==> config.mk <==
export PLATFORM = sky130hd
export DESIGN_NAME = uart_rx
export DESIGN_NICKNAME = d
export VERILOG_FILES = /design/src/rtl/uart_rx.sv
export SDC_FILE = /design/constraint.sdc
export NUM_CORES = 1
export LEC_CHECK = 0
export CAP_MARGIN = 20
export CORE_MARGIN = 2
export CORE_UTILIZATION = 35
export CTS_BUF_LIST = sky130_fd_sc_hd__clkbuf_16
export DETAILED_ROUTE_END_ITERATION = 8
export PLACE_DENSITY_LB_ADDON = 0.15
export SLEW_MARGIN = 20
export SYNTH_ARGS = -nofsm -noshare
export SYNTH_HDL_FRONTEND = slang
export SYNTH_SLANG_ARGS = --single-unit
==> constraint.sdc <==
create_clock -name clk -period 3.17 [get_ports clk]
set_input_delay 0.634 -clock clk [delete_from_list [all_inputs] [get_ports clk]]
set_output_delay 0.634 -clock clk [all_outputs]
set_load 0.005 [all_outputs]
==> src/rtl/uart_rx.sv <==
// 8N1 serial receiver: 2-flop line synchronizer, mid-bit sampling with a
// divisor latched at start-bit detection, one-cycle valid / frame_err pulses.
module uart_rx (
  input  logic       clk,
  input  logic       rst,
  input  logic [9:0] clks_per_bit,
  input  logic       UART_line,
  output logic [7:0] data,
  output logic       valid,
  output logic       frame_err,
  output logic       busy
);

  typedef enum logic [2:0] {
    IDLE,
    START,
    DATA,
    STOP,
    WAIT_HIGH
  } state_t;

  state_t     state;
  logic       sync_q;
  logic       rx_s;
  logic [9:0] n_r;
  logic [9:0] cnt;
  logic [2:0] bit_idx;
  logic [7:0] shift;

  logic [9:0] half_m1;
  logic [9:0] n_m1;

  assign half_m1 = {1'b0, n_r[9:1]} - 10'd1;
  assign n_m1    = n_r - 10'd1;

  always_ff @(posedge clk or negedge rst) begin
    if (!rst) begin
      sync_q <= 1'b1;
      rx_s   <= 1'b1;
    end else begin
      sync_q <= UART_line;
      rx_s   <= sync_q;
    end
  end

  // busy is registered alongside state so it tracks (state != IDLE) exactly.
  always_ff @(posedge clk or negedge rst) begin
    if (!rst) begin
      state     <= IDLE;
      n_r       <= '0;
      cnt       <= '0;
      bit_idx   <= '0;
      shift     <= '0;
      data      <= '0;
      valid     <= 1'b0;
      frame_err <= 1'b0;
      busy      <= 1'b0;
    end else begin
      valid     <= 1'b0;
      frame_err <= 1'b0;
      case (state)
        IDLE: begin
          if (!rx_s) begin
            state <= START;
            n_r   <= clks_per_bit;
            cnt   <= '0;
            busy  <= 1'b1;
          end
        end
        START: begin
          if (cnt == half_m1) begin
            cnt <= '0;
            if (!rx_s) begin
              state   <= DATA;
              bit_idx <= '0;
            end else begin
              state <= IDLE;
              busy  <= 1'b0;
            end
          end else begin
            cnt <= cnt + 10'd1;
          end
        end
        DATA: begin
          if (cnt == n_m1) begin
            cnt   <= '0;
            shift <= {rx_s, shift[7:1]};
            if (bit_idx == 3'd7) begin
              state <= STOP;
            end else begin
              bit_idx <= bit_idx + 3'd1;
            end
          end else begin
            cnt <= cnt + 10'd1;
          end
        end
        STOP: begin
          if (cnt == n_m1) begin
            cnt <= '0;
            if (rx_s) begin
              data  <= shift;
              valid <= 1'b1;
              state <= IDLE;
              busy  <= 1'b0;
            end else begin
              frame_err <= 1'b1;
              state     <= WAIT_HIGH;
            end
          end else begin
            cnt <= cnt + 10'd1;
          end
        end
        WAIT_HIGH: begin
          // Hold off until the line idles so a break cannot start a new frame.
          if (rx_s) begin
            state <= IDLE;
            cnt   <= '0;
            busy  <= 1'b0;
          end
        end
        default: begin
          state <= IDLE;
          cnt   <= '0;
          busy  <= 1'b0;
        end
      endcase
    end
  end

endmodule

**Word-level counts from Yosys, hierarchy flattened**

Cells that the tools add are included.

- Register bits after elaboration: 47
- Bits of input ports: 13
- Output and inout bits: 11
- Logic and storage cells: 72

- $add $sub $neg: 4
- Equal/unequal tests: 15
- Multiplexer cells: 30
- Bitwise logic cells: 2
- Reduce and logical (&&, ||, !) cells: 10

Operators by type and width:

| kind | number |
|---|---|
| 10-bit two-way mux | 4 |
| 10-bit one-hot mux with 4 select lines | 1 |
| 3-bit two-way mux | 11 |
| 10-bit == test | 2 |
| 2-bit inequality test, second input constant | 8 |
| 3-bit one-hot mux with 5 select lines | 1 |
| 10-bit by 1-bit adder with 10-bit output, second input constant | 1 |
| 1-bit two-way mux | 10 |
| 10-bit by 1-bit subtractor with 10-bit output, second input constant | 1 |
| 9-bit by 1-bit subtractor with 10-bit output, second input constant | 1 |
| 3-bit by 2-bit == test with 1-bit output, second input constant | 2 |
| 3-bit == test, second input constant | 2 |
| 3-bit one-hot mux with 2 select lines | 1 |
| 2-bit AND reduction | 3 |
| 6-bit AND reduction | 1 |
| 1-bit one-hot mux with 5 select lines | 1 |
| 5-bit AND reduction | 1 |
| 4-bit AND reduction | 1 |
| 3-bit by 1-bit adder with 3-bit output, second input constant | 1 |
| 3-bit by 1-bit == test with 1-bit output, second input constant | 1 |
| 3-bit zero test | 1 |
| 3-bit AND reduction | 1 |
| 2-bit two-way mux | 1 |
| 1-bit NOT | 2 |
| 2 further kinds | 2 |

**Longest topological paths before layout**

Gate-level depths: netlist of run 1.

- Word-level depth: 4
- Mapped depth: 10
- Gate-level depth less buffers: 9

**Worst setup path before layout of run 1**

OpenSTA, ideal clock, no wires.

- Kind: register to register
- Start point: register n_r[0]
- End point: register cnt[0]
- Library setup time: 125 ps
- Data arrival time: 2358 ps
- Required time: 3045 ps
- Path slack: 688 ps
- Cell stages (with the launch flop): 11
- Path buffers: 1
- Period minus slack after synthesis: 2482 ps
- Path through: dfrtp_1 > inv_1 > ha_1 > nor2b_1 > or3_1 > a31oi_2 > nor4b_4 > nor2b_1 > buf_6 > or2_1 > mux2_2

- Cells in the longest elaborated chain, start to end: 4

Ends and longest elaborated chain:

| element | line | source |
|---|---|---|
| start, declared | 25 | `logic [9:0] n_r;` |
| start signal, assigned | 65 | `n_r <= clks_per_bit;` |
| 10-bit by 1-bit subtractor with 10-bit output | 34 | `assign n_m1 = n_r - 10'd1;` |
| 10-bit == test | 85, 98 |  |
| 10-bit two-way mux | 85, 98 |  |
| 10-bit one-hot mux with 4 select lines | 61 | `case (state)` |
| end signal, assigned | 81 | `cnt <= cnt + 10'd1;` |
| end signal, assigned | 94 | `cnt <= cnt + 10'd1;` |
| end signal, assigned | 110 | `cnt <= cnt + 10'd1;` |
| end, declared | 26 | `logic [9:0] cnt;` |

No other way between the ends.
A chain may end at the register's enable or synchronous reset.

**Worst setup path in the final report of run 1**

Ends and elaborated chain as after synthesis.

==> results of run 1 <==
[power breakdown]
part / switching [uW] / leakage (uW) / total [uW] / internal (uW)
Combinational: 506 / 0.000676 / 980 / 474
Sequential: 261 / 0.000606 / 979 / 718
Clock: 225 / 0.0000750 / 514 / 289
[area by class of cell]
class / instances / area (um^2) / share of cell area
Multi-Input combinational cell: 210 / 1474 / 0.4575
Sequential cell: 47 / 1179 / 0.3658
Timing Repair Buffer: 28 / 265.3 / 0.08233
Tap cell: 102 / 127.6 / 0.03961
Clock buffer: 5 / 125.1 / 0.03883
Inverter: 9 / 33.78 / 0.01049
Clock inverter: 3 / 17.52 / 0.005437
[metal layers]
metal  vias up  share of wire
met3         7          0.038
li1       1029              -
met4         0          0.013
met2        34           0.45
met1      1001           0.50
met5         -              0
[final timing paths]
kind / end / slack (ns) / cells past startpoint
min in group clk: rx_s / 0.36 / 0
min: n_r[5] / 0.35 / 1
min reg2reg: rx_s / 0.36 / 0
max reg2reg: cnt[0] / 0.42 / 9
max in group asynchronous: rx_s / 2.25 / 2
max: cnt[0] / 0.42 / 9
[registers in the layout, indices dropped and copies added, names as in the netlist]
register,count
sync_q,1
shift,8
busy,1
state,3
frame_err,1
cnt,10
rx_s,1
data,8
bit_idx,3
n_r,10
valid,1
[logic make-up after synthesis]
kind of cell | synth area share
AND/OR/NAND/NOR | 0.2057
AO/OA/AOI/OAI | 0.1226
flip-flops | 0.4230
buffers and inverters | 0.05029
multiplexers | 0.1006
XOR/XNOR | 0.07544
adder cells (fa/ha/maj) | 0.02245
[critical path: stages, from the launching register on]
cell and delay, ns:
dfrtp_1 0.43, inv_1 0.08, ha_1 0.26, nor2b_1 0.15, or3_1 0.36, a31oi_2 0.23
nor4b_4 0.36, nor2b_1 0.24, or2_1 0.27, mux2_2 0.26
[through the flow]
stage,utilization,total power [uW],worst slack (ns)
final,0.4169,2474,0.4191
after CTS,0.4166,2502,0.4121
after floorplan,-,1742,0.6878
after global routing,0.4169,2685,0.1708
after global placement,0.3982,1961,0.4973
after detailed placement,0.3982,1973,0.4203
[cell usage in the layout (no fill, tap or decap), types with 6 or more instances in the layout]
cell type and instances:
xnor2_1 13, mux2_2 24, nand3_1 7, xor2_1 11, nor2b_1 9, a21oi_1 7, dfrtp_1 45, buf_4 6
nand2_1 26, inv_1 10, nor2_1 25, clkdlybuf4s50_1 22, o21ai_0 12
==> results.yml, run 1 <==
finish:
  area_growth_pct: 15.63
  finalNonFillerCells: 404
  fillers: 770
  final_area_um2: 3222
  finalNetCount: 319
  n_antenna_cell: 0
  drive_gt1_frac: 0.1755
yosys:
  synth_area_leaders: "dfrtp_1 40%, mux2_2 9.7%, xnor2_1 4.1%"
  yosysTopAreaCellShare: 0.4041
  yosysSeqAreaShare: 0.4230
  synth_top_cell_by_area: "dfrtp_1"
  synth.top_cells.by_count: "45 x dfrtp_1, 26 x nand2_1, 25 x nor2_1"
  ys_async_sr_fraction: 1.000
  postSynthCellCount: 286
  synth.most_common_cell: "dfrtp_1"
  ys.warnings.count: 0
  synth_edf_count: 0
  synth_cell_types: 58
  ys_ff_latch: 47
  netlist_area_um2: 2786
  synth_area_per_cell_um2: 9.743
  syn_nets: 304
  synthFlopType: "dfrtp_1"
timing:
  slew_headroom: 0.5568
  setup_viol: 0
  period_share: 0.8678
  fin_setup_tns_ns: 0
  hold_ws_ns: 0.3545
  hold_viol_final: 0
  skew_ns: 0.008710
  slew_violations: 0
  fmax_mhz: 363.5
  post-route-min-period_ns: 2.751
  grt_setup_unrepaired: "false"
  worst_pin_slew_ns: 0.6634
detailed_routing:
  vias_per_cell: 5.126
  drt_iter0_markers: 91
  route.detailed.wl_per_inst_um: 14.58
  drc: 0
  postRouteAntennaNets: 0
  routed_wl_um: 5891
  firstDrtPassIters: 4
  num_vias: 2071
critical_path:
  crit_type: "flip-flop to flip-flop"
  worstSetupStartpoint: "n_r[0]"
  end_kind: "flip-flop"
  crit_path_start_kind: "flip-flop"
  r2r-start: "n_r[0]"
  cp_max_fo: 10
  arrival_ns: 2.92
  crit_required_ns: 3.34
cts:
  cts.sinks: 47
  cts_made_buffers: 5
  htree_levels: 2
  insertion_delay_ns: 0.29
  cts_tree: "built"
  cts_repair_resize_count: 0
  root_buffer: "clkbuf_16"
  cts_setup_buffers: 0
  path_clk_slew_ns: 0.06
  clockBufferDepth: 2
  holdBufCountCts: 0
placement:
  io_buffers: 23
  hpwl_um: 4172
  dp_cells: 396
  globalplace.congestion: 0.8184
  place_area_um2: 3077
global_route:
  antenna_found_initial: 0
  met1_usage: 0.2167
  grt_max_degree: 47
  gr-usage-all-layers: 0.1538
  use_met3: 0.03384
  met2_usage: 0.2344
  grt_pass1_wl_um: 10470
  first_global_vias: 2108
  top_usage_layer: "met2"
  overflow: 0
pwr:
  ir_drop_uv: 298.4
  power.density_nw_per_um2: 767.8
  p_leak_uw: 0.001357
floorplan:
  fp.dieW_um: 93.23
  fp.dieH_um: 93.23
  initial_core_util: 0.3606
  die_area_um2: 8691
  rows: 32
  io_pins: 24
  core_area_um2: 7727
run:
  drv_cap: 0
outcome:
  status: "finished, final reports clean"
hold_path:
  worstHoldPathType: "primary input to asynchronous set/reset pin"
No activity file was read; power rests on OpenSTA's default activity.
==> run 2, diff against run 1 <==
--- a/config.mk
+++ b/config.mk
@@ -7,8 +7,9 @@
 export LEC_CHECK = 0
 export CAP_MARGIN = 20
 export CORE_MARGIN = 2
-export CORE_UTILIZATION = 35
+export CORE_UTILIZATION = 45
 export CTS_BUF_LIST = sky130_fd_sc_hd__clkbuf_16
+export CTS_CLUSTER_DIAMETER = 30
 export DETAILED_ROUTE_END_ITERATION = 8
 export PLACE_DENSITY_LB_ADDON = 0.15
 export SLEW_MARGIN = 20
==> run 2 against run 1 <==
Sequential cell count unchanged. Final area is 0.93% lower. Non-clock buffer count down 1. Count of clock-buffer cells in the layout is the same. Die area down 21%. Worst setup slack worse by 0.015 ns. Total power grew 1.3%. Combinational power is 0.6% lower. Final cell count fell by 6.9%. Global-route usage increased by 3.2 points. Critical path depth rose by 1. Sequential share of layout area increased by 0.34 points. Critical path type unchanged. Largest cell class unchanged.
==> results.yml, run 2 (same netlist as run 1, synthesis figures left out) <==
timing:
  fin_setup_tns_ns: 0
  period_share: 0.8725
  hold_ws_ns: 0.3388
  skew_ns: 0.009739
  grt_setup_unrepaired: "false"
  fmax_mhz: 361.6
  hold_viol_final: 0
  post-route-min-period_ns: 2.766
  slew_headroom: 0.5891
  slew_violations: 0
  setup_viol: 0
  worst_pin_slew_ns: 0.6151
detailed_routing:
  num_vias: 2047
  routed_wl_um: 5654
  postRouteAntennaNets: 0
  route.detailed.wl_per_inst_um: 15.04
  drc: 0
  vias_per_cell: 5.444
  firstDrtPassIters: 4
  drt_iter0_markers: 88
floorplan:
  die_area_um2: 6838
  io_pins: 24
  core_area_um2: 5956
  initial_core_util: 0.4679
  fp.dieW_um: 82.69
  rows: 28
  fp.dieH_um: 82.69
cts:
  cts.sinks: 47
  clockBufferDepth: 2
  path_clk_slew_ns: 0.07
  htree_levels: 2
  cts_repair_resize_count: 0
  insertion_delay_ns: 0.29
  cts_made_buffers: 5
  root_buffer: "clkbuf_16"
  holdBufCountCts: 0
  cts_setup_buffers: 0
  cts_tree: "built"
finish:
  reg_top3: "cnt: 10 flops, n_r: 10 flops"
  area_growth_pct: 14.55
  layout_commonest_cell: "dfrtp_1"
  layout_common_cells: "45 x dfrtp_1, 26 x nand2_1, 25 x nor2_1, 24 x mux2_2, 22 x clkdlybuf4s50_1"
  finalNetCount: 318
  drive_gt1_frac: 0.1761
  n_antenna_cell: 0
critical_path:
  end_kind: "flip-flop"
  crit_type: "flip-flop to flip-flop"
  r2r_slack_ns: 0.40
  reg2regPathDepth: 10
  cpLargestDelayFamily: "compound AO/OA/AOI/OAI gates"
  path_cells: "inv_1, ha_1, nor3b_2, a21boi_0, o32a_1, a22oi_2, a2111oi_2, buf_4, or2_1, mux2_2"
  crit_path_start_kind: "flip-flop"
  cp_max_fo: 11
  r2r-start: "n_r[1]"
  crit_slowest_cell: "dfrtp_1"
  arrival_ns: 2.94
  slowest_delay_ns: 0.41
  crit_buf_inv: 2
  crit_required_ns: 3.34
  r2r-end: "cnt[0]"
outcome:
  status: "finished, final reports clean"
run:
  drv_cap: 0
global_route:
  met2_usage: 0.3161
  first_global_vias: 2044
  grt_max_degree: 48
  top_usage_layer: "met2"
  overflow: 0
  use_met3: 0.03152
  antenna_found_initial: 0
  gr-usage-all-layers: 0.1862
  met1_usage: 0.2462
  grt_pass1_wl_um: 9639
pwr:
  power.density_nw_per_um2: 785.0
  p_leak_uw: 0.001354
  ir_drop_uv: 347.9
placement:
  globalplace.congestion: 0.8155
  io_buffers: 23
  hpwl_um: 4025
hold_path:
  worstHoldPathType: "primary input to asynchronous set/reset pin"
run 2: changes by cell type in the layout (fill, tap and decap cells not counted), sizes merged:
| cell | before | now |
|---|---|---|
| buf | 6 | 5 |
| clkinv | 2 | 0 |
| inv | 10 | 12 |
run 2: per-stage QoR:
stage / area (um^2) / util / setup WS (ns) / power [uW] / instances
final: 3192 / 0.5359 / 0.4043 / 2506 / 376
after global routing: 3192 / 0.5359 / 0.1134 / 2684 / 376
after CTS: 3189 / 0.5355 / 0.4186 / 2519 / 376
after detailed placement: 3035 / 0.5097 / 0.4357 / 1946 / 368
after global placement: 3035 / 0.5097 / 0.5280 / 1937 / 368
after floorplan: 2786 / - / 0.6878 / 1742 / 286
run 2: power by group:
| group | switching [uW] | internal [uW] | leakage (uW) | total (uW) |
|---|---|---|---|---|
| registers | 259 | 718 | 0.000606 | 977 |
| clock network | 251 | 304 | 0.0000767 | 555 |
| logic | 500 | 474 | 0.000672 | 974 |
run 2: worst max path at each step:
stage                       from      to  slack (ns)  depth (start not counted)
final                     n_r[1]  cnt[0]        0.40                         10
after floorplan           n_r[0]  cnt[0]        0.69                         10
after CTS                 n_r[0]  cnt[0]        0.42                          9
after detailed placement  n_r[1]  cnt[0]        0.44                         10
after global routing      n_r[1]  cnt[7]        0.11                          9
after global placement    n_r[0]  cnt[0]        0.53                          9
run 2: area by class of cell:
cell class	instances	area, um^2
Clock buffer	5	125.1
Tap cell	75	93.84
Sequential cell	47	1179
Timing Repair Buffer	27	257.7
Clock inverter	3	28.78
Multi-Input combinational cell	210	1474
Inverter	9	33.78
Fill cell	571	2764
run 2: worst reg2reg max path, cell delays in order (launching register included):
cell,delay (ns)
dfrtp_1,0.41
inv_1,0.12
ha_1,0.22
nor3b_2,0.34
a21boi_0,0.17
o32a_1,0.38
a22oi_2,0.22
a2111oi_2,0.10
buf_4,0.19
or2_1,0.24
mux2_2,0.25
run 2: layer usage:
| metal | routed length, um | share of wire |
|---|---|---|
| met5 | 0 | 0 |
| met4 | 54 | 0.0096 |
| met3 | 173 | 0.031 |
| met2 | 2680 | 0.47 |
| met1 | 2745 | 0.49 |
==> run 3, diff against run 2 <==
--- a/config.mk
+++ b/config.mk
@@ -7,7 +7,7 @@
 export LEC_CHECK = 0
 export CAP_MARGIN = 20
 export CORE_MARGIN = 2
-export CORE_UTILIZATION = 45
+export CORE_UTILIZATION = 58
 export CTS_BUF_LIST = sky130_fd_sc_hd__clkbuf_16
 export CTS_CLUSTER_DIAMETER = 30
 export DETAILED_ROUTE_END_ITERATION = 8
==> run 3 against run 2 <==
Fmax is 1.8% lower. Critical path type unchanged. Worst setup slack worse by 0.051 ns. Register-to-register slack worse by 0.05 ns. Combinational power is 2.1% lower. Sequential power hardly changed. Wire length is 5.6% lower. Largest power group unchanged. Clock power is 2% lower. Sequential cell count stayed put.
==> results.yml, run 3 (same netlist as run 1, synthesis figures left out) <==
outcome:
  status: "finished, final reports clean"
timing:
  slew_violations: 0
  hold_ws_ns: 0.3324
  worst_pin_slew_ns: 0.5778
  period_share: 0.8885
  fmax_mhz: 355.1
  slew_headroom: 0.6141
  post-route-min-period_ns: 2.816
  setup_viol: 0
  skew_ns: 0.006872
  hold_viol_final: 0
  grt_setup_unrepaired: "false"
  setup_slack_ns: 0.3536
  fin_setup_tns_ns: 0
critical_path:
  crit_slowest_cell: "a2111oi_2"
  crit_type: "flip-flop to flip-flop"
  crit_required_ns: 3.38
  cp_max_fo: 7
  path_cells: "inv_1, ha_1, nor3b_2, a21boi_0, o21ai_0, a22oi_2, a2111oi_2, buf_4, nor2_1, o211ai_1"
  slowest_delay_ns: 0.61
  arrival_ns: 3.02
  crit_path_start_kind: "flip-flop"
  end_kind: "flip-flop"
detailed_routing:
  firstDrtPassIters: 4
  vias_per_cell: 5.751
  routed_wl_um: 5335
  drt_iter0_markers: 157
  route.detailed.wl_per_inst_um: 15.07
  num_vias: 2036
  postRouteAntennaNets: 0
  drc: 0
run:
  drv_cap: 0
cts:
  cts_setup_buffers: 0
  root_buffer: "clkbuf_16"
  cts.sinks: 47
  cts_tree: "built"
  htree_levels: 2
  clockBufferDepth: 2
  path_clk_slew_ns: 0.07
  holdBufCountCts: 0
  cts_made_buffers: 5
  cts_repair_resize_count: 0
  insertion_delay_ns: 0.29
global_route:
  antenna_found_initial: 0
  first_global_vias: 1932
  overflow: 0
  gr-usage-all-layers: 0.2209
  grt_pass1_wl_um: 9149
  grt_max_degree: 48
floorplan:
  io_pins: 24
  rows: 25
  die_area_um2: 5374
  initial_core_util: 0.5939
  fp.dieH_um: 73.31
  fp.dieW_um: 73.31
  core_area_um2: 4692
finish:
  layout_common_cells: "45 x dfrtp_1, 26 x nand2_1, 25 x nor2_1, 24 x mux2_2, 22 x clkdlybuf4s50_1"
  layout_commonest_cell: "dfrtp_1"
  final_core_util: 0.6725
  reg_top3: "cnt: 10 flops, n_r: 10 flops"
  drive_gt1_frac: 0.1733
  finalNetCount: 317
  seqCellArea_um2: 1179
  multi_input_area_um2: 1474
  fillers: 383
  area_growth_pct: 13.25
  n_antenna_cell: 0
placement:
  hpwl_um: 3917
  place_ws_ns: 0.4013
  globalplace.congestion: 0.9386
  io_buffers: 23
pwr:
  ir_drop_uv: 397.5
  p_leak_uw: 0.001348
  power_uw: 2472
  power.density_nw_per_um2: 783.3
hold_path:
  worstHoldPathType: "primary input to asynchronous set/reset pin"
## run 3: metal layers
| metal | vias up | wire length [um] | global-route usage | share of wire |
|---|---|---|---|---|
| li1 | 1014 | - | - | - |
| met1 | 978 | 2406 | 0.3045 | 0.45 |
| met2 | 37 | 2591 | 0.3564 | 0.49 |
| met3 | 7 | 271 | 0.04938 | 0.051 |
| met4 | 0 | 65 | 0.05455 | 0.012 |
| met5 | - | 0 | 0 | 0 |
## run 3: critical path: cells and delay by family (launching register included)
kind | cells | cell delay, ns
AOI/OAI and AO/OA | 5 | 1.34
adders and majority gates | 1 | 0.22
DFF | 1 | 0.41
buffers and inverters | 2 | 0.36
and+or+nand+nor | 2 | 0.38
## run 3: path summary, 6_finish.rpt
kind / to / from / cells after the start / slack [ns]
max in group asynchronous: cnt[9] / rst / 1 / 2.43
min in group clk: rx_s / sync_q / 0 / 0.36
hold reg to reg: rx_s / sync_q / 0 / 0.36
hold / removal: n_r[6] / rst / 1 / 0.33
setup reg to reg: cnt[7] / n_r[1] / 10 / 0.35
setup / recovery: cnt[7] / n_r[1] / 10 / 0.35
## run 3: stage by stage
| step | std cells | cell area, um^2 |
|---|---|---|
| 4_1_cts | 354 | 3153 |
| 3_3_place_gp | 346 | 3002 |
| 3_5_place_dp | 346 | 3002 |
| 6_report | 354 | 3156 |
| 2_1_floorplan | 286 | 2786 |
| 5_1_grt | 354 | 3156 |
## run 3: layout make-up
type | count | area share
clock buffer | 5 | 0.03965
clock inverter | 3 | 0.008327
inverter | 9 | 0.01071
multi-input combinational | 210 | 0.4671
sequential | 47 | 0.3735
tap | 54 | 0.02141
timing repair buffer | 26 | 0.07930
## run 3: power breakdown
part | internal, uW | leakage (uW) | switching [uW] | total, uW
sequential | 718 | 0.000606 | 258 | 976
combinational | 466 | 0.000667 | 488 | 954
clock | 301 | 0.0000752 | 241 | 542
total | 1480 | 0.00135 | 987 | 2470
